## config.mk

```make
export PLATFORM = sky130hd
export DESIGN_NAME = piso_shifter
export DESIGN_NICKNAME = d
export VERILOG_FILES = /design/src/rtl/piso_pkg.sv /design/src/rtl/piso_shifter_bit_counter.sv /design/src/rtl/piso_shifter.sv
export SDC_FILE = /design/constraint.sdc
export NUM_CORES = 1
export LEC_CHECK = 0
export ABC_CLOCK_PERIOD_IN_PS = 4450
export BUFFER_PORTS_ARGS = -buffer_cell sky130_fd_sc_hd__buf_2
export CAP_MARGIN = 15
export CORE_MARGIN = 5
export CORE_UTILIZATION = 40
export DETAILED_ROUTE_END_ITERATION = 8
export PLACE_DENSITY = 0.61
export SLEW_MARGIN = 20
export SYNTH_ARGS = -nofsm -noshare
export SYNTH_HDL_FRONTEND = slang
export SYNTH_SLANG_ARGS = --single-unit
```

## constraint.sdc

```tcl
create_clock -name clk -period 4.45 [get_ports clk]
set_clock_uncertainty 0.05 [all_clocks]
set_input_delay 1.335 -clock clk [delete_from_list [all_inputs] [get_ports clk]]
set_output_delay 1.335 -clock clk [all_outputs]
set_load 0.005 [all_outputs]
```

## src/rtl/piso_pkg.sv

```systemverilog
// piso_pkg: shared types and helpers for the parallel-in/serial-out shifter.
//   piso_state_t : controller state (idle / shifting)
//   cnt_width()  : bit width needed to hold a count from 0 to WIDTH inclusive
package piso_pkg;

  typedef enum logic {
    S_IDLE  = 1'b0,
    S_SHIFT = 1'b1
  } piso_state_t;

  function automatic int cnt_width(input int width);
    return $clog2(width + 1);
  endfunction

endpackage

```

## src/rtl/piso_shifter_bit_counter.sv

```systemverilog
// bit_counter: down-counter with synchronous active-low reset, parallel load
// and enable. It saturates at zero rather than wrapping.
//   clk    : clock
//   rst    : synchronous reset, active-low
//   ld     : load ld_val (takes priority over en)
//   en     : decrement when nonzero
//   ld_val : value to load
//   zero   : count is zero
module bit_counter
  import piso_pkg::*;
#(
  parameter int CW = 4
) (
  input  logic          clk,
  input  logic          rst,
  input  logic          ld,
  input  logic          en,
  input  logic [CW-1:0] ld_val,
  output logic          zero
);

  logic [CW-1:0] cnt_d;
  logic [CW-1:0] cnt_q;

  // Next count: load wins, otherwise decrement without passing below zero.
  always_comb begin
    cnt_d = cnt_q;
    if (ld) begin
      cnt_d = ld_val;
    end else if (en && (cnt_q != '0)) begin
      cnt_d = cnt_q - CW'(1'b1);
    end else begin
      cnt_d = cnt_q;
    end
  end

  // Count register with synchronous reset.
  always_ff @(posedge clk) begin
    if (!rst) begin
      cnt_q <= '0;
    end else begin
      cnt_q <= cnt_d;
    end
  end

  assign zero = (cnt_q == '0);

endmodule

```

## src/rtl/piso_shifter.sv

```systemverilog
// piso_shifter: serializes a WIDTH-bit word, accepted through a valid/ready
// handshake, onto a registered 1-bit output plus its complement.
//   clk        : clock
//   rst        : synchronous reset, active-low
//   en         : shift enable (does not gate loading)
//   load_valid : load_data is valid
//   load_ready : idle, a word can be accepted
//   load_data  : word to serialize
//   sout/soutn : current serial bit and its complement (registered)
//   busy       : shifting a word
//   done       : one-cycle pulse after the final bit has been presented
module piso_shifter
  import piso_pkg::*;
#(
  parameter int WIDTH     = 8,
  parameter bit MSB_FIRST = 1'b1
) (
  input  logic             clk,
  input  logic             rst,
  input  logic             en,
  input  logic             load_valid,
  output logic             load_ready,
  input  logic [WIDTH-1:0] load_data,
  output logic             sout,
  output logic             soutn,
  output logic             busy,
  output logic             done
);

  localparam int CW = cnt_width(WIDTH);

  piso_state_t      state_d, state_q;
  logic [WIDTH-1:0] sreg_d, sreg_q;
  logic             sout_d, sout_q;
  logic             soutn_d, soutn_q;
  logic             done_d, done_q;
  logic             cnt_ld;
  logic             cnt_en;
  logic             cnt_zero;

  // Bit that leaves the word first in the configured order.
  function automatic logic first_bit(input logic [WIDTH-1:0] w);
    return MSB_FIRST ? w[WIDTH-1] : w[0];
  endfunction

  // Word with the first-out bit removed, remaining bits moved toward the exit.
  function automatic logic [WIDTH-1:0] shift_word(input logic [WIDTH-1:0] w);
    return MSB_FIRST ? (w << 1'b1) : (w >> 1'b1);
  endfunction

  // The counter holds the number of bits still to present after the current one.
  bit_counter #(
    .CW(CW)
  ) u_count (
    .clk   (clk),
    .rst   (rst),
    .ld    (cnt_ld),
    .en    (cnt_en),
    .ld_val(CW'(WIDTH - 1)),
    .zero  (cnt_zero)
  );

  // Next-state, next-data and done pulse generation.
  always_comb begin
    state_d = state_q;
    sreg_d  = sreg_q;
    sout_d  = sout_q;
    done_d  = 1'b0;
    cnt_ld  = 1'b0;
    cnt_en  = 1'b0;
    case (state_q)
      S_IDLE: begin
        if (load_valid) begin
          sout_d  = first_bit(load_data);
          sreg_d  = shift_word(load_data);
          cnt_ld  = 1'b1;
          state_d = S_SHIFT;
        end else begin
          state_d = S_IDLE;
        end
      end
      S_SHIFT: begin
        if (en) begin
          if (!cnt_zero) begin
            sout_d = first_bit(sreg_q);
            sreg_d = shift_word(sreg_q);
            cnt_en = 1'b1;
          end else begin
            // Final bit has had its enabled cycle; sout keeps showing it.
            state_d = S_IDLE;
            done_d  = 1'b1;
          end
        end else begin
          state_d = S_SHIFT;
        end
      end
      default: begin
        state_d = S_IDLE;
      end
    endcase
    soutn_d = ~sout_d;
  end

  // State and output registers with synchronous reset.
  always_ff @(posedge clk) begin
    if (!rst) begin
      state_q <= S_IDLE;
      sreg_q  <= '0;
      sout_q  <= 1'b0;
      soutn_q <= 1'b1;
      done_q  <= 1'b0;
    end else begin
      state_q <= state_d;
      sreg_q  <= sreg_d;
      sout_q  <= sout_d;
      soutn_q <= soutn_d;
      done_q  <= done_d;
    end
  end

  assign load_ready = (state_q == S_IDLE);
  assign busy       = (state_q == S_SHIFT);
  assign sout       = sout_q;
  assign soutn      = soutn_q;
  assign done       = done_q;

endmodule

```

==> results.sh <==
export IMPL_status="finished, final reports clean"
export IMPL_ir_drop_mv=0.176
export IMPL_crit_start="busy$_SDFF_PN0_"
export IMPL_cts_tree="yes"
export IMPL_fin_tns_setup_ns=0
export IMPL_grt_pass1_vias=609
export IMPL_r2r_end="u_count.cnt_q[3]$_SDFFE_PP0P_"
export IMPL_vias=613
export IMPL_port_buffers=16
export IMPL_worst_slew_pin_slew_ns=0.557
export IMPL_initial_core_util_pct=42.8
export IMPL_cp_depth=1
export IMPL_grt_ovfl_total=0
export IMPL_rr_worst_depth=3
export IMPL_holdCritStartpoint="sreg_q[2]$_SDFFE_PN0P_"
export IMPL_cts_clk_slew_worst_paths_ns=0.09
export IMPL_die_h_microns=53.4
export IMPL_synth_xor_area_share_pct=0
export IMPL_worstSkewPairLatency_ns=0.28
export IMPL_crit_buf_inv=1
export IMPL_place_congestion=0.830
export IMPL_holdPathStages=2
export IMPL_post_cts_setup_buffers=0
export IMPL_cts_root_buf="clkbuf_4"
export IMPL_cts_max_path_buffers=2
export IMPL_r2r_slack_ns=2.74
export IMPL_core_region_area_sq_um=1760
export IMPL_hold_ws_ns=0.411
export IMPL_synthSimpleGateAreaFrac_pct=19.2
export IMPL_drtIter0Drc=4
export IMPL_ant_nets=0
export IMPL_worstPathMaxFanout=16
export IMPL_ys_warn_count=0
export IMPL_drive_above_1_share_pct=33.3
export IMPL_num_nets_final=110
export IMPL_cp_data_arrival_time_ns=1.18
export IMPL_cts_buffers_inserted=3
export IMPL_min_period_ns=2.57
export IMPL_power_density_nw_per_um2=334
export IMPL_max_freq_ghz=0.390
export IMPL_syn_num_nets=93
export IMPL_yosysSeqAreaShare_pct=39.8
export IMPL_maxCapViolations=0
export IMPL_timing_slew_headroom_pct=62.8
export IMPL_setup_viol=0
export IMPL_multiInputGateArea_sq_um=417
export IMPL_synthToLayoutAreaGrowth_pct=15.4
export IMPL_vias_per_cell=5.07
export IMPL_die_area_sq_um=2850
export IMPL_cts_resized=0
export IMPL_syn_area_sq_um=754
export IMPL_netlist_instances=80
export IMPL_cts_sinks=15
export IMPL_antenna_found_initial=0
export IMPL_grt_use_total_pct=12.0
export IMPL_wl_per_cell_microns=11.8
export IMPL_htreeDepth=1
export IMPL_ys_ff_latch=15
export IMPL_antenna_cells=0
export IMPL_path_delay_family="flip-flops"
export IMPL_wl_microns=1430
export IMPL_path_class="reg2out"
export IMPL_worstPathRequired_ns=3.06
export IMPL_grt_pass1_wl_microns=2490
export IMPL_core_rowCount=15
export IMPL_drtPass1Iterations=4
export IMPL_seqCellArea_sq_um=300
export IMPL_rsz0062_at_grt="false"
export IMPL_die_x_microns=53.4
export IMPL_synth_mux_area_share_pct=18.4
export IMPL_drc=0
export IMPL_cp_cell_sequence="buf_2"
export IMPL_synth_top_family_by_area="simple AND/OR/NAND/NOR gates"
export IMPL_leakage_nw=0.386
export IMPL_hold_end="sreg_q[2]$_SDFFE_PN0P_"
export IMPL_rr_startpoint="busy$_SDFF_PN0_"
export IMPL_final_hold_violation_count=0
export IMPL_syn_avg_cell_area_sq_um=9.43
export IMPL_nFillCells=186
export IMPL_critPathLaunchType="flop"
export IMPL_report_final_slew_viol_count=0
export IMPL_pin_count=17
export IMPL_cts_hold_buf=0
export IMPL_end_kind="output pin"
export IMPL_synthAdderAreaFrac_pct=1.66
export IMPL_grt_start_max_net_pins=21
export IMPL_synth_compound_area_share_pct=15.9
export IMPL_detailed_place_hpwl_microns=1050
export IMPL_final_cells=121
export IMPL_place_inst=117
export IMPL_min_path_type="reg2reg"
export IMPL_max_stage_delay_ns=0.68
export IMPL_cpMaxStageDelayCell="dfxtp_1"
export IMPL_ys_types=29
export IMPL_fin_crit_sh_pct=57.7
## synth_stat cells
cell	count	area, sq um
o211ai_1	2	15.0
and3_1	1	6.26
ha_1	1	12.5
dfxtp_1	15	300
a31o_2	1	8.76
or2b_2	1	8.76
mux2_2	7	78.8
or4_1	1	7.51
and2_1	1	6.26
nor2_1	1	3.75
a21oi_4	1	16.3
nor2b_1	1	6.26
mux2i_1	6	60.1
dlygate4sd1_1	1	8.76
inv_1	4	15.0
o31a_1	1	8.76
or3b_4	1	11.3
o21ai_0	4	20.0
nor3b_2	1	12.5
clkbuf_1	1	3.75
a21oi_1	2	10.0
nand3_1	2	10.0
a31oi_1	1	6.26
or3_1	1	6.26
nand2_1	15	56.3
o311a_1	2	20.0
a21boi_0	2	15.0
buf_2	2	10.0
and4b_1	1	10.0
## metrics by stage
| stage | instance area (sq um) | utilization (%) | setup slack, ns | power, W |
|---|---|---|---|---|
| after global routing | 871 | 49.4 | 1.77 | 0.000305 |
| final | 871 | 49.4 | 1.88 | 0.000291 |
| after floorplan | 754 | - | 2.26 | 0.000200 |
| after CTS | 871 | 49.4 | 1.87 | 0.000295 |
| after global placement | 843 | 47.8 | 2.11 | 0.000215 |
| after detailed placement | 843 | 47.8 | 2.10 | 0.000216 |
## power by group
part	internal [W]	total (W)	leakage, nW	switching [W]
sequential	0.000145	0.000154	0.124	0.00000880
combinational	0.0000308	0.0000588	0.244	0.0000280
clock	0.0000333	0.0000782	0.0177	0.0000449
## flip-flops by register name, indices dropped and copies added, names as in the netlist, named ones only
register       cells
sreg_q             7
u_count.cnt_q      4
busy               1
done               1
soutn              1
## cells by family (layout without fill, tap and decap cells)
group | count (synthesis) | count (layout)
multiplexers | 13 | 13
AO/OA/AOI/OAI | 16 | 16
flip-flops | 15 | 15
adder cells (fa/ha/maj) | 1 | 1
AND/OR/NAND/NOR | 27 | 27
buffers and inverters | 8 | 24
## cell usage in the layout (no fill, tap or decap)
cell      instances
a21oi_4           1
buf_2            16
ha_1              1
o311a_1           2
nor2b_1           1
nor2_1            1
inv_1             4
or2b_2            1
and2_1            1
clkbuf_4          3
or3_1             1
dfxtp_1          15
o31a_1            1
and3_1            1
nand3_1           2
nand2_1          15
mux2i_1           6
a21boi_0          2
a31o_2            1
nor3b_2           1
mux2_2            7
and4b_1           1
a31oi_1           1
or4_1             1
o211ai_1          2
or3b_4            1
a21oi_1           2
clkinv_2          1
o21ai_0           4
## area by class of cell
cell class | count | area share, %
repair buffers | 16 | 9.20
clock inverters | 1 | 0.575
inverters | 4 | 1.72
multi-input cells | 57 | 47.8
clock buffers | 3 | 2.59
well taps | 25 | 3.59
flip-flops and latches | 15 | 34.5
## how the worst max path moves through the flow
stage	end	slack (ns)
2_1_floorplan	u_count.cnt_q[2]$_SDFFE_PN0P_	2.26
3_3_place_gp	u_count.cnt_q[3]$_SDFFE_PP0P_	2.11
3_5_place_dp	u_count.cnt_q[3]$_SDFFE_PP0P_	2.10
4_1_cts	busy	1.87
5_1_grt	load_ready	1.77
6_report	busy	1.88
## per-layer routing
| layer | GRT usage [%] | wire [microns] |
|---|---|---|
| met5 | 0 | 0 |
| met1 | 14.0 | 725 |
| met2 | 20.0 | 591 |
| met3 | 2.82 | 85 |
| met4 | 6.38 | 28 |
Power figures use the tool's default switching activity.
